## config.mk

```make
export PLATFORM = sky130hd
export DESIGN_NAME = traffic_phase_scheduler
export DESIGN_NICKNAME = d
export VERILOG_FILES = /design/src/rtl/traffic_phase_scheduler.sv
export SDC_FILE = /design/constraint.sdc
export NUM_CORES = 1
export LEC_CHECK = 0
export CAP_MARGIN = 10
export CELL_PAD_IN_SITES_DETAIL_PLACEMENT = 1
export CELL_PAD_IN_SITES_GLOBAL_PLACEMENT = 1
export CORE_ASPECT_RATIO = 1.2
export CORE_UTILIZATION = 30
export DETAILED_ROUTE_END_ITERATION = 10
export PLACE_DENSITY = 0.66
export SYNTH_ARGS = -nofsm -noshare
export SYNTH_HDL_FRONTEND = slang
export SYNTH_SLANG_ARGS = --single-unit
```

## constraint.sdc

```tcl
create_clock -name clk -period 2.5 [get_ports clk]
set_clock_uncertainty 0.2 [all_clocks]
set_input_delay 0.375 -clock clk [delete_from_list [all_inputs] [get_ports clk]]
set_output_delay 0.375 -clock clk [all_outputs]
set_load 0.005 [all_outputs]
```

## src/rtl/traffic_phase_scheduler.sv

```systemverilog
// Two-road intersection phase scheduler with pedestrian walk insertion and flash mode.
// Phases advance on the 1 Hz tick strobe; lamps decode directly from the registered state.
module traffic_phase_scheduler #(
  parameter int CW       = 4,
  parameter int GRN_A_T  = 3,
  parameter int GRN_B_T  = 4,
  parameter int YEL_T    = 1,
  parameter int ALLRED_T = 1,
  parameter int PED_T    = 5
) (
  input  logic       clk,
  input  logic       reset,
  input  logic       tick,
  input  logic       off,
  input  logic       ped_btn,
  output logic [2:0] LightA,
  output logic [2:0] LightB,
  output logic       walk,
  output logic       ped_pend,
  output logic [2:0] phase
);

  typedef enum logic [2:0] {
    A_GRN  = 3'd0,
    A_YEL  = 3'd1,
    RED_AB = 3'd2,
    B_GRN  = 3'd3,
    B_YEL  = 3'd4,
    RED_BA = 3'd5,
    PED    = 3'd6,
    FLASH  = 3'd7
  } state_t;

  state_t          state, state_d;
  logic [CW-1:0]   cnt, cnt_d, dur;
  logic            flash_ph, flash_ph_d;
  logic            next_b, next_b_d;
  logic            ped_pend_d;

  always_comb begin
    dur = CW'(ALLRED_T);
    case (state)
      A_GRN:   dur = CW'(GRN_A_T);
      A_YEL:   dur = CW'(YEL_T);
      B_GRN:   dur = CW'(GRN_B_T);
      B_YEL:   dur = CW'(YEL_T);
      PED:     dur = CW'(PED_T);
      default: dur = CW'(ALLRED_T);
    endcase
  end

  // off overrides everything except reset; the ped latch runs on every edge.
  always_comb begin
    state_d    = state;
    cnt_d      = cnt;
    flash_ph_d = flash_ph;
    next_b_d   = next_b;
    ped_pend_d = ped_pend | ped_btn;
    if (off) begin
      if (state != FLASH) begin
        state_d    = FLASH;
        cnt_d      = CW'(1);
        flash_ph_d = 1'b0;
      end else if (tick) begin
        flash_ph_d = ~flash_ph;
      end
    end else if (tick) begin
      if (state == FLASH) begin
        state_d    = RED_BA;
        cnt_d      = CW'(1);
        next_b_d   = 1'b0;
        flash_ph_d = 1'b0;
      end else if (cnt < dur) begin
        cnt_d = cnt + CW'(1);
      end else begin
        cnt_d = CW'(1);
        case (state)
          A_GRN:  state_d = A_YEL;
          A_YEL:  state_d = RED_AB;
          RED_AB: begin
            if (ped_pend) begin
              state_d    = PED;
              next_b_d   = 1'b1;
              ped_pend_d = 1'b0;
            end else begin
              state_d = B_GRN;
            end
          end
          B_GRN:  state_d = B_YEL;
          B_YEL:  state_d = RED_BA;
          RED_BA: begin
            if (ped_pend) begin
              state_d    = PED;
              next_b_d   = 1'b0;
              ped_pend_d = 1'b0;
            end else begin
              state_d = A_GRN;
            end
          end
          PED:     state_d = next_b ? B_GRN : A_GRN;
          default: state_d = A_GRN;
        endcase
      end
    end
  end

  always_ff @(posedge clk or posedge reset) begin
    if (reset) begin
      state    <= A_GRN;
      cnt      <= CW'(1);
      flash_ph <= 1'b0;
      next_b   <= 1'b0;
      ped_pend <= 1'b0;
    end else begin
      state    <= state_d;
      cnt      <= cnt_d;
      flash_ph <= flash_ph_d;
      next_b   <= next_b_d;
      ped_pend <= ped_pend_d;
    end
  end

  always_comb begin
    LightA = 3'b100;
    LightB = 3'b100;
    walk   = 1'b0;
    case (state)
      A_GRN:   LightA = 3'b001;
      A_YEL:   LightA = 3'b010;
      B_GRN:   LightB = 3'b001;
      B_YEL:   LightB = 3'b010;
      PED:     walk   = 1'b1;
      FLASH: begin
        LightA = {1'b0, flash_ph, 1'b0};
        LightB = {1'b0, flash_ph, 1'b0};
      end
      default: ;
    endcase
  end

  assign phase = state;

endmodule

```

Yosys cells after proc, flatten, opt, wreduce, memory -nomap -nowiden
Cells that the tools add are included.
W data, S select, Z words.
{ "totals": {"wordCells": 67, "regBits": 10} }
{ "classes": {"eq_ne": 13, "n_reduce_logical": 10, "n_addsub": 1, "bitwise": 3, "n_lt_le_gt_ge": 1, "mux": 34} }
{ "ops": {"columns": ["cell", "count"], "rows": [
  ["$pmux W3 S3", 3],
  ["$mux W3", 7],
  ["$pmux W3 S7", 1],
  ["$mux W4", 5],
  ["$mux W1", 16],
  ["$eq A3 B3 Y1 const B", 4],
  ["$ne A3 B3 Y1 const B", 4],
  ["$eq A3 B2 Y1 const B", 2],
  ["$reduce_and A3 Y1", 2],
  ["$reduce_and A6 Y1", 1],
  ["$reduce_bool A2 Y1", 3],
  ["$add A4 B1 Y4 const B", 1],
  ["$lt A4 B4 Y1", 1],
  ["$eq A3 B1 Y1 const B", 1],
  ["$logic_not A3 Y1", 1],
  ["$reduce_bool A3 Y1", 1],
  ["$mux W2", 1],
  ["$ne A2 B1 Y1 const B", 1],
  ["$ne A2 B2 Y1 const B", 1],
  ["$not A1 Y1", 2],
  ["$pmux W1 S2", 1],
  ["$reduce_and A2 Y1", 1],
  ["$reduce_or A2 Y1", 1],
  ["$or A1 B1 Y1", 1]
]} }

Longest topological paths before layout
{ "logic_depth": {"ltp_word": 7, "ltp_mapped": 9, "mapped_depth_nobuf": 8} }

Worst setup path before layout
Ideal clock, no wire load.
{ "synth_path": {"kind": "flip-flop to flip-flop", "start": "reg state[2], in the netlist phase[2]", "end": "reg state[0], in the netlist phase[0]", "n_path_buf": 2, "path_stages_with_launch": 9, "synth_period_minus_slack_ps": 2276, "slack_ps": 224, "setup_ps": 79, "required_time_ps": 2221, "arrival_time_ps": 1996, "path_cell_list": "dfrtp_1 -> buf_2 -> buf_2 -> or3_1 -> ha_1 -> o21ai_0 -> nand2_1 -> o21ai_2 -> mux2i_1"} }
{ "synth_via": {"elab_chain_len": 6, "elab_cells_between_ends": 19} }
{ "synth_rtl": {"columns": ["element", "line", "rtl"], "rows": [
  ["from (decl)", "34", "state_t state, state_d;"],
  ["from (signal assigned)", "115", "state <= state_d;"],
  ["branches (longest 6 deep; another with $lt A4 B4 Y1)", null, null]
]} }
Parallel ways; which one is timed is not known. The select of a mux whose other input is x is not followed.
A chain may end at the register's enable or synchronous reset.

Worst setup path in the final report
{ "layout_path": {"start": "reg state[1], in the netlist phase[1]", "end": "out LightA[0]"} }
{ "layout_via": {"elab_chain_len": 2, "elab_cells_between_ends": 4} }
{ "layout_rtl": {"columns": ["element", "line", "rtl"], "rows": [
  ["$eq A3 B3 Y1 (tied with other cells)", "127", "case (state)"],
  ["$pmux W3 S3 *", "127", null],
  ["to (decl)", "16", "output logic [2:0] LightA,"]
]} }
Mark *: on every way between the ends. The rest lies on a longest branch, timed or not.

==> results.py <==
metrics = {
    "run_status": {
        "outcome": "completed",
    },
    "worst_setup_path": {
        "cp-startpoint": "phase[1]",
        "reg2reg_from": "phase[1]",
        "r2r_cells": 6,
        "r2r-end": "phase[1]",
        "critPathTopFamily": "buffers and inverters",
        "required_ns": 1.92,
        "crit_buf_inv": 2,
        "crit_path_end": "LightA[0]",
        "crit_chain": "or3_1 > inv_1 > clkdlybuf4s50_1",
        "start_kind": "register",
        "critPathArrivalTime_ns": 1.75,
        "max_stage_delay_ns": 0.50,
        "crit_type": "reg -> out",
        "slowest_stage": "clkdlybuf4s50_1",
        "r2r_slack_ns": 0.18,
        "crit_cells": 3,
        "crit_fanout": 9,
        "cp-end-kind": "primary output",
    },
    "yosys": {
        "ys_types": 34,
        "synth_area_per_cell_sq_um": 8.07,
        "synth_area_leaders": "dfrtp_1 29%, nor2_1 6.4%, nand2_1 5.4%, ha_1 4.9%, mux2i_1 3.9%",
        "synth.net_count": 103,
        "syn_inst": 95,
        "synth_edf_count": 0,
        "synth_top_area_cell": "dfrtp_1",
        "synth-main-ff-cell": "dfrtp_1",
        "ys_ff_latch": 10,
        "yosysSeqAreaShare_pct": 32.8,
        "synth_top_cell_area_share_pct": 29.4,
        "synth_area_sq_um": 767,
        "yosysMostFrequentCell": "nor2_1",
        "synth_commonest_cells": "13 x nor2_1, 11 x nand2_1, 9 x dfrtp_1",
        "synthArstFlopShare_pct": 100,
        "synth_warnings": 0,
    },
    "timing": {
        "period_share_pct": 93.1,
        "setup_viol": 0,
        "max_slew_margin_pct": 72.2,
        "final_max_slew_viol_count": 0,
        "hold_viol_final": 0,
        "fin_setup_tns_ns": 0,
        "period_needed_ns": 2.33,
        "rsz0062_at_grt": "no",
        "clock.fmax_mhz": 430,
        "tightest_slew_ns": 0.417,
    },
    "floorplanning": {
        "dieWidth_um": 48.2,
        "pin_count": 16,
        "coreArea_sq_mm": 0.00235,
        "rows": 19,
        "die_area_sq_mm": 0.00276,
        "die_h_um": 57.4,
        "initial_core_util_pct": 32.6,
    },
    "drt": {
        "ant_nets": 0,
        "wl_per_cell_um": 14.0,
        "firstDrtPassIters": 4,
        "route.detailed.drc": 0,
        "vias": 757,
        "routed_wl_um": 2020,
        "drt_iter0_markers": 8,
        "vias_per_cell": 5.26,
    },
    "grt": {
        "grt_max_degree": 12,
        "grt_overflow": 0,
        "antenna_found_initial": 0,
        "grt_use_total_pct": 17.9,
        "grt_pass1_vias": 788,
        "grt_pass1_wl_um": 3460,
    },
    "cts": {
        "clock_latency_ns": 0.27,
        "cts_tree": "built",
        "cts_buffers": 3,
        "cts-root-buf": "clkbuf_4",
        "post_cts_buffers": 0,
        "cts_buffer_depth": 2,
        "cts_sinks": 10,
        "h-tree-depth": 1,
        "clk_pin_slew_ns": 0.08,
    },
    "power_and_ir_drop": {
        "power_leakage_nw": 0.434,
        "p_sw_share_pct": 43.0,
        "clkPwrFrac_pct": 11.4,
        "power.density_mw_per_mm2": 1070,
        "comb_power_share_pct": 61.3,
        "pwr-share-seq_pct": 27.3,
        "p_int_mw": 0.609,
        "ir_worst_vdd_uv": 518,
        "p_sw_mw": 0.460,
        "finalPower_mw": 1.07,
    },
    "layout": {
        "final_layout_size_suffix_gt1_share_pct": 13.3,
        "area_growth_pct": 30.2,
        "fin_nets": 122,
        "antennaDiodeCount": 0,
        "final_cell_area_sq_um": 998,
    },
    "placement": {
        "dp_hpwl_um": 1620,
        "place_congestion": 0.755,
        "io_buffers": 15,
        "placed_area_sq_um": 965,
    },
    "flow_run": {
        "cap_violations": 0,
    },
    "hold_path": {
        "hold_class": "in -> async",
    },
}
==> repair_timing <==
item / CTS / global route
setup endpoints to repair: 0 / 5
hold buffers: 0 / 0
gates resized for setup: 0 / 2
==> worst min path at each step <==
stage | from | endpoint | slack (ns) | cells after the start
6_report | reset | ped_pend | 0.18 | 2
3_5_place_dp | flash_ph | flash_ph | 0.33 | 2
2_1_floorplan | reset | cnt[1] | 0.01 | 1
5_1_grt | reset | next_b | 0.22 | 2
4_1_cts | reset | ped_pend | 0.20 | 2
3_3_place_gp | flash_ph | flash_ph | 0.33 | 2
==> stage by stage <==
| stage | hold slack [ns] | utilization [%] | setup slack, ns | std cells |
|---|---|---|---|---|
| floorplan | 0.0145 | - | 0.224 | 95 |
| global placement | 0.325 | 41.0 | 0.122 | 140 |
| detailed placement | 0.330 | 41.0 | 0.0462 | 140 |
| CTS | 0.198 | 42.1 | 0.0298 | 144 |
| global route | 0.222 | 42.4 | 0.00210 | 144 |
| finish | 0.182 | 42.4 | 0.172 | 144 |
==> area by class of cell <==
class                   instances  area [sq um]
clock buffers                   4          26.3
inverters                       5          18.8
well taps                      31          38.8
fillers                       315          1360
multi-input cells              74           475
flip-flops and latches         10           251
repair buffers                 20           188
==> flip-flops by register name, indices dropped and copies added, names as in the netlist <==
register / flops
flash_ph: 1
cnt: 4
ped_pend: 1
phase: 3
next_b: 1
==> per-layer routing <==
layer / wire length [um] / global-route usage (%) / vias to the layer above
li1: - / - / 375
met1: 922 / 22.2 / 366
met2: 1010 / 29.1 / 14
met3: 57 / 4.11 / 2
met4: 24 / 5.95 / 0
met5: 0 / 0 / -
==> power groups by stage <==
stage / clock, mW / combinational [mW] / sequential (mW)
floorplan: 0 / 0.425 / 0.265
global placement: 0 / 0.632 / 0.293
detailed placement: 0 / 0.647 / 0.295
CTS: 0.128 / 0.648 / 0.293
global route: 0.140 / 0.742 / 0.303
finish: 0.122 / 0.655 / 0.292
==> placed cells by master (no fill, tap or decap), types with 2 or more instances in the layout <==
| cell | instances |
|---|---|
| o21ai_0 | 2 |
| clkbuf_4 | 3 |
| and3_1 | 2 |
| nor2b_1 | 2 |
| buf_4 | 5 |
| and2_1 | 3 |
| o22ai_1 | 3 |
| nand3_1 | 4 |
| mux2i_1 | 3 |
| nor2_1 | 13 |
| clkdlybuf4s50_1 | 15 |
| nand2_1 | 11 |
| o21a_1 | 3 |
| a21oi_1 | 5 |
| inv_1 | 5 |
| dfrtp_1 | 9 |
| nand3b_1 | 2 |
| ha_1 | 3 |
| o22a_1 | 2 |
==> logic make-up after synthesis <==
kind of cell | synth area share [%]
simple gates | 27.2
compound gates | 23.8
buf+inv | 6.20
flops | 32.8
mux | 3.92
fa+ha+maj | 4.89
xor+xnor | 1.14
Note: power is estimated with default switching activity, not from simulation.
